## config.mk

```make
export PLATFORM = sky130hd
export DESIGN_NAME = async_fifo_wr_ctrl
export DESIGN_NICKNAME = d
export VERILOG_FILES = /design/src/rtl/async_fifo_pkg.sv /design/src/rtl/async_fifo_wr_ctrl_sync_nff.sv /design/src/rtl/async_fifo_wr_ctrl.sv
export SDC_FILE = /design/constraint.sdc
export NUM_CORES = 1
export LEC_CHECK = 0
export ABC_AREA = 1
export CORE_MARGIN = 10
export CORE_UTILIZATION = 41
export DETAILED_ROUTE_END_ITERATION = 6
export PLACE_DENSITY = 0.73
export SLEW_MARGIN = 20
export SYNTH_ARGS = -nofsm -noshare
export SYNTH_HDL_FRONTEND = slang
export SYNTH_HIERARCHICAL = 1
export SYNTH_SLANG_ARGS = --single-unit
```

## constraint.sdc

```tcl
create_clock -name wr_clk -period 2.11 [get_ports wr_clk]
set_input_delay 0.3165 -clock wr_clk [delete_from_list [all_inputs] [get_ports wr_clk]]
set_output_delay 0.3165 -clock wr_clk [all_outputs]
set_load 0.05 [all_outputs]
```

## src/rtl/async_fifo_pkg.sv

```systemverilog
// Shared definitions for the async FIFO write and read controllers.
// The Gray helpers work on a 32-bit container; callers cast to their pointer width.
package async_fifo_pkg;

    localparam int MAX_PTR_W = 32;

    function automatic int ptr_w(input int addr_w);
        return addr_w + 1;
    endfunction

    function automatic logic [MAX_PTR_W-1:0] bin2gray(input logic [MAX_PTR_W-1:0] b);
        return b ^ (b >> 1);
    endfunction

    // High zero bits of a narrower pointer contribute nothing to the XOR prefix.
    function automatic logic [MAX_PTR_W-1:0] gray2bin(input logic [MAX_PTR_W-1:0] g);
        logic [MAX_PTR_W-1:0] b;
        b = g;
        for (int i = 1; i < MAX_PTR_W; i++) begin
            b = b ^ (g >> i);
        end
        return b;
    endfunction

endpackage

```

## src/rtl/async_fifo_wr_ctrl_sync_nff.sv

```systemverilog
// Multi-flop synchroniser for bringing a Gray-coded bus into the local clock domain.
module sync_nff #(
    parameter int WIDTH  = 5,
    parameter int STAGES = 2
) (
    input  logic             clk,
    input  logic             rst_n,
    input  logic [WIDTH-1:0] d,
    output logic [WIDTH-1:0] q
);

    logic [STAGES-1:0][WIDTH-1:0] sync_q;
    logic [STAGES-1:0][WIDTH-1:0] sync_d;

    always_comb begin
        sync_d = {sync_q[STAGES-2:0], d};
    end

    always_ff @(posedge clk or negedge rst_n) begin
        if (!rst_n) begin
            sync_q <= '0;
        end else begin
            sync_q <= sync_d;
        end
    end

    assign q = sync_q[STAGES-1];

endmodule

```

## src/rtl/async_fifo_wr_ctrl.sv

```systemverilog
// Write-side controller of the async FIFO: RAM write port, write pointers,
// read-pointer synchroniser and registered full / almost-full / level / overflow.
module async_fifo_wr_ctrl
    import async_fifo_pkg::*;
#(
    parameter int DATA_WIDTH   = 8,
    parameter int ADDR_WIDTH   = 4,
    parameter int AFULL_THRESH = 14,
    parameter int SYNC_STAGES  = 2
) (
    input  logic                  wr_clk,
    input  logic                  wr_rst_n,
    input  logic                  wr_push,
    input  logic [DATA_WIDTH-1:0] wr_din,
    input  logic [ADDR_WIDTH:0]   rd_ptr_gray_async,
    input  logic                  wr_overflow_clr,
    output logic                  ram_wr_en,
    output logic [ADDR_WIDTH-1:0] ram_wr_addr,
    output logic [DATA_WIDTH-1:0] ram_wr_data,
    output logic [ADDR_WIDTH:0]   wr_ptr_gray,
    output logic                  wr_full,
    output logic                  wr_almost_full,
    output logic [ADDR_WIDTH:0]   wr_level,
    output logic                  wr_overflow
);

    localparam int PW = ptr_w(ADDR_WIDTH);

    logic [PW-1:0] wbin_q, wbin_d;
    logic [PW-1:0] wgray_q, wgray_d;
    logic [PW-1:0] level_q, level_d;
    logic          full_q, full_d;
    logic          afull_q, afull_d;
    logic          ovf_q, ovf_d;
    logic [PW-1:0] rq;
    logic [PW-1:0] rbin;
    logic          accept;

    sync_nff #(
        .WIDTH  (PW),
        .STAGES (SYNC_STAGES)
    ) u_rptr_sync (
        .clk   (wr_clk),
        .rst_n (wr_rst_n),
        .d     (rd_ptr_gray_async),
        .q     (rq)
    );

    always_comb begin
        // Gating with reset keeps the RAM from seeing a write while reset is held.
        accept  = wr_push & ~full_q & wr_rst_n;
        wbin_d  = wbin_q + PW'(accept);
        wgray_d = PW'(bin2gray(MAX_PTR_W'(wbin_d)));
        rbin    = PW'(gray2bin(MAX_PTR_W'(rq)));
        // Full: next write pointer is one lap ahead of the synchronised read pointer.
        full_d  = (wgray_d == {~rq[PW-1:PW-2], rq[PW-3:0]});
        level_d = wbin_d - rbin;
        afull_d = (level_d >= PW'(AFULL_THRESH));
        ovf_d   = ovf_q;
        if (wr_overflow_clr) ovf_d = 1'b0;
        if (wr_push && full_q) ovf_d = 1'b1;
    end

    always_ff @(posedge wr_clk or negedge wr_rst_n) begin
        if (!wr_rst_n) begin
            wbin_q  <= '0;
            wgray_q <= '0;
            level_q <= '0;
            full_q  <= 1'b0;
            afull_q <= 1'b0;
            ovf_q   <= 1'b0;
        end else begin
            wbin_q  <= wbin_d;
            wgray_q <= wgray_d;
            level_q <= level_d;
            full_q  <= full_d;
            afull_q <= afull_d;
            ovf_q   <= ovf_d;
        end
    end

    assign ram_wr_en      = accept;
    assign ram_wr_addr    = wbin_q[ADDR_WIDTH-1:0];
    assign ram_wr_data    = wr_din;
    assign wr_ptr_gray    = wgray_q;
    assign wr_full        = full_q;
    assign wr_almost_full = afull_q;
    assign wr_level       = level_q;
    assign wr_overflow    = ovf_q;

endmodule

```

==> impl_metrics.csv <==
group,metric,value,unit
final_layout,final-instance-count-excl-fill,238,
setup_path,cp.depth,12,
routing,ant_nets,0,
sta,report.final.hold_viol_count,0,
setup_path,worst_path_largest_cell_delay,0.44,ns
synth,synth-edff-count,0,
status,run_status,"finished, violations left",
global_route,first_global_vias,1268,
global_route,grt_overflow,0,
pwr,power.share.combinational,0.687,
sta,final.min_clock_period,2.18,ns
final_layout,layout.nets,220,
worst_hold_path,hold_path.class,"in2async",
synth,synth-seq-area-share,0.500,
placed_design,dpl_worst_slack,-0.570,ns
routing,count_of_routing_violations_after_the_opening_detailed_route_iteration,44,
placed_design,gp_congestion,0.734,
die,dieWidth,77.4,µm
setup_path,startpoint_type_of_the_worst_setup_path,"flip-flop",
final_layout,final_common_cell,"sky130_fd_sc_hd__buf_4",
die,design.core.area,3100,µm²
sta,worst_slew_pin_slew,0.532,ns
pwr,p_seq_frac,0.246,
setup_path,cp.buffers_inverters,2,
final_layout,final_cell_area,2010,µm²
routing,routed_length_per_placed_instance,13.8,µm
setup_path,crit_fanout,2,
clock_network,root_buffer,"sky130_fd_sc_hd__clkbuf_4",
synth,ys_seq_elements,27,
die,floorplan.die_area,5990,µm²
clock_network,clock_tree.htree_level_count,1,
placed_design,placed_cells,227,
setup_path,crit_chain,"xnor2_2 > xnor2_2 > xor2_2 > ha_4 > fa_2 > inv_2 > nand2_2 > inv_2 > o21a_1 > nor2_2 > or2_4 > nand3_2",
pwr,totalPowerFinal,3.34,mW
sta,grt_setup_unrepaired,"true",
clock_network,clk_pin_slew_worst_paths,0.14,ns
synth,synthesis.area,1350,µm²
routing,finalWirelength,3.29,mm
die,initial_utilization,0.435,
placed_design,hpwlAfterDp,2.53,mm
global_route,first_pass_grt_wire_length,5.55,mm
sta,fmaxAchievable,0.459,GHz
synth,syn_area_per_cell,9.58,µm²
setup_path,worst-r2r-cell-count,12,
die,top_level_ports,43,
sta,clock_skew,0.00577,ns
final_layout,n_antenna_cell,0,
sta,report.final.slew_viol_count,0,
routing,drtPass1Iterations,5,
setup_path,worst_ep_required_time,2.39,ns
die,die_h,77.4,µm
synth,count_of_cell_types_in_the_netlist,21,
global_route,grt_util_all_layers,0.111,
setup_path,cpMaxStageDelayCell,"sky130_fd_sc_hd__dfrtp_1",
die,rows,20,
sta,maxSlewHeadroom,0.644,
setup_path,arrival,2.46,ns
pwr,power.share.clock,0.067,
pwr,power_report.internal_total,1.73,mW
setup_path,critical_path.top_delay_family,"XOR/XNOR gates",
final_layout,mostFrequentLayoutCells,"32 x sky130_fd_sc_hd__buf_4, 29 x sky130_fd_sc_hd__nand2_1, 26 x sky130_fd_sc_hd__dfrtp_1",
pwr,total_switching_power,1.61,mW
synth,synthesis.yosys.warnings,6,
synth,dominantRegCellSynth,"sky130_fd_sc_hd__dfrtp_1",
job,cap_viol_max_count,0,
clock_network,clkLatencyLatePin,0.33,ns
synth,ys_async_sr_fraction,1.00,
routing,dr_total_vias,1122,
final_layout,share_of_cells_above_drive_strength_1,0.397,
routing,drt_drc_violations_left,0,
sta,finalWorstSetupSlack,-0.0702,ns
clock_network,post_cts_hold_buffer_count,0,
placed_design,placed_area,1870,µm²
sta,setup_viol_count_final,2,
setup_path,timing.critical_path.to_type,"flip-flop",
clock_network,cts-buffers-inserted,3,
synth,post_synth_inst_count,141,
global_route,antenna_found_initial,0,
pwr,power_switching_share,0.483,
placed_design,place.port_buffers,26,
pwr,static-leakage-power,1.01,nW
status,violations,"negative setup slack",
pwr,vdd_drop_max,0.765,mV
synth,postSynthNetCount,166,
clock_network,numClockSinks,27,
final_layout,syn2layout_area_growth,48.4,%
global_route,pin_count_of_the_biggest_net_entering_global_routing,28,
setup_path,timing.setup.critical_path_class,"reg2reg",
clock_network,cts_tree,"built",
pwr,cellPowerDensity,1670,nW/µm²
routing,via_per_inst,4.71,
clock_network,clk_path_buf_depth,2,
sta,final_min_period_over_clock_period,1.03,
## final timing paths
kind,start,endpoint,slack (ns)
max,u_rptr_sync/q[4],wr_almost_full,-0.07
min,wr_rst_n,u_rptr_sync/q[0],0.20
max reg2reg,u_rptr_sync/q[4],wr_almost_full,-0.07
min reg2reg,u_rptr_sync/sync_d[8],u_rptr_sync/q[3],0.37
max in group asynchronous,wr_rst_n,wr_full,1.65
min in group wr_clk,wr_push,wr_overflow,0.27
## state kept, by name (all words and copies together), names as in the netlist
register	count
u_rptr_sync/q	5
wr_almost_full	1
wr_ptr_gray	4
u_rptr_sync/sync_d	5
wr_overflow	1
wbin_q	5
wr_level	5
wr_full	1
## kinds of logic (layout without fill, tap and decap cells)
kind of cell / Yosys count / count (layout) / share of synthesized area
simple gates: 69 / 69 / 0.251
buf+inv: 27 / 80 / 0.103
compound gates: 4 / 4 / 0.0167
fa+ha+maj: 8 / 8 / 0.0796
xor+xnor: 6 / 6 / 0.0500
flops: 27 / 27 / 0.500
## cells in the mapped netlist (2+ instances only)
master	n	share of area
sky130_fd_sc_hd__xor2_1	3	0.019
sky130_fd_sc_hd__inv_1	18	0.050
sky130_fd_sc_hd__nand3b_1	2	0.011
sky130_fd_sc_hd__nand4_1	2	0.0093
sky130_fd_sc_hd__o21ai_0	2	0.0074
sky130_fd_sc_hd__xnor2_2	2	0.024
sky130_fd_sc_hd__nand3_2	3	0.022
sky130_fd_sc_hd__nand2_1	34	0.094
sky130_fd_sc_hd__ha_1	7	0.065
sky130_fd_sc_hd__dfrtp_1	27	0.50
sky130_fd_sc_hd__nor2_1	6	0.017
sky130_fd_sc_hd__buf_4	8	0.044
sky130_fd_sc_hd__nand3_1	12	0.044
sky130_fd_sc_hd__nand2_2	8	0.037
## power by group through the flow
stage	Sequential, mW	Clock [mW]	Combinational, mW
floorplan	1.34	0	0.829
global placement	0.825	0	2.08
detailed placement	0.837	0	2.15
CTS	0.826	0.236	2.22
global route	0.849	0.258	2.51
finish	0.822	0.225	2.29
## worst register-to-register path: stages (launching register included)
cell and delay [ns]:
sky130_fd_sc_hd__dfrtp_1 0.44, sky130_fd_sc_hd__xnor2_2 0.25, sky130_fd_sc_hd__xnor2_2 0.13, sky130_fd_sc_hd__xor2_2 0.17
sky130_fd_sc_hd__ha_4 0.18, sky130_fd_sc_hd__fa_2 0.33, sky130_fd_sc_hd__inv_2 0.07, sky130_fd_sc_hd__nand2_2 0.04
sky130_fd_sc_hd__inv_2 0.05, sky130_fd_sc_hd__o21a_1 0.15, sky130_fd_sc_hd__nor2_2 0.05, sky130_fd_sc_hd__or2_4 0.23
sky130_fd_sc_hd__nand3_2 0.05
## per-layer routing
layer / vias to the layer above / global-route usage / wire length, µm
met3: 12 / 0.0242 / 143
met5: - / 0 / 0
li1: 536 / - / -
met2: 33 / 0.219 / 1820
met4: 0 / 0.0493 / 85
met1: 541 / 0.106 / 1240
## through the flow
stage / TNS [ns] / utilization / hold WS, ns
floorplan: -0.452 / - / 0.0209
global placement: -2.18 / 0.603 / 0.334
detailed placement: -2.87 / 0.603 / 0.335
global route: -0.622 / 0.646 / 0.232
CTS: -0.228 / 0.627 / 0.209
finish: -0.139 / 0.646 / 0.197
## layout make-up
type                       instances  area, µm²
clock buffer                       3       22.5
timing repair buffer              58        517
inverter                          18       67.6
tap                               44       55.1
fill                             266       1100
multi-input combinational         87        662
clock inverter                     1       5.00
sequential                        27        677
## what timing repair did
action | 4_1_cts | 5_1_grt
setup buffers | 4 | 3
endpoints found under the setup margin | 3 | 7
endpoints found under the hold margin | 0 | 0
gates resized for setup | 7 | 8
pin swaps | 13 | 11
(Power assumes the default switching activity.)
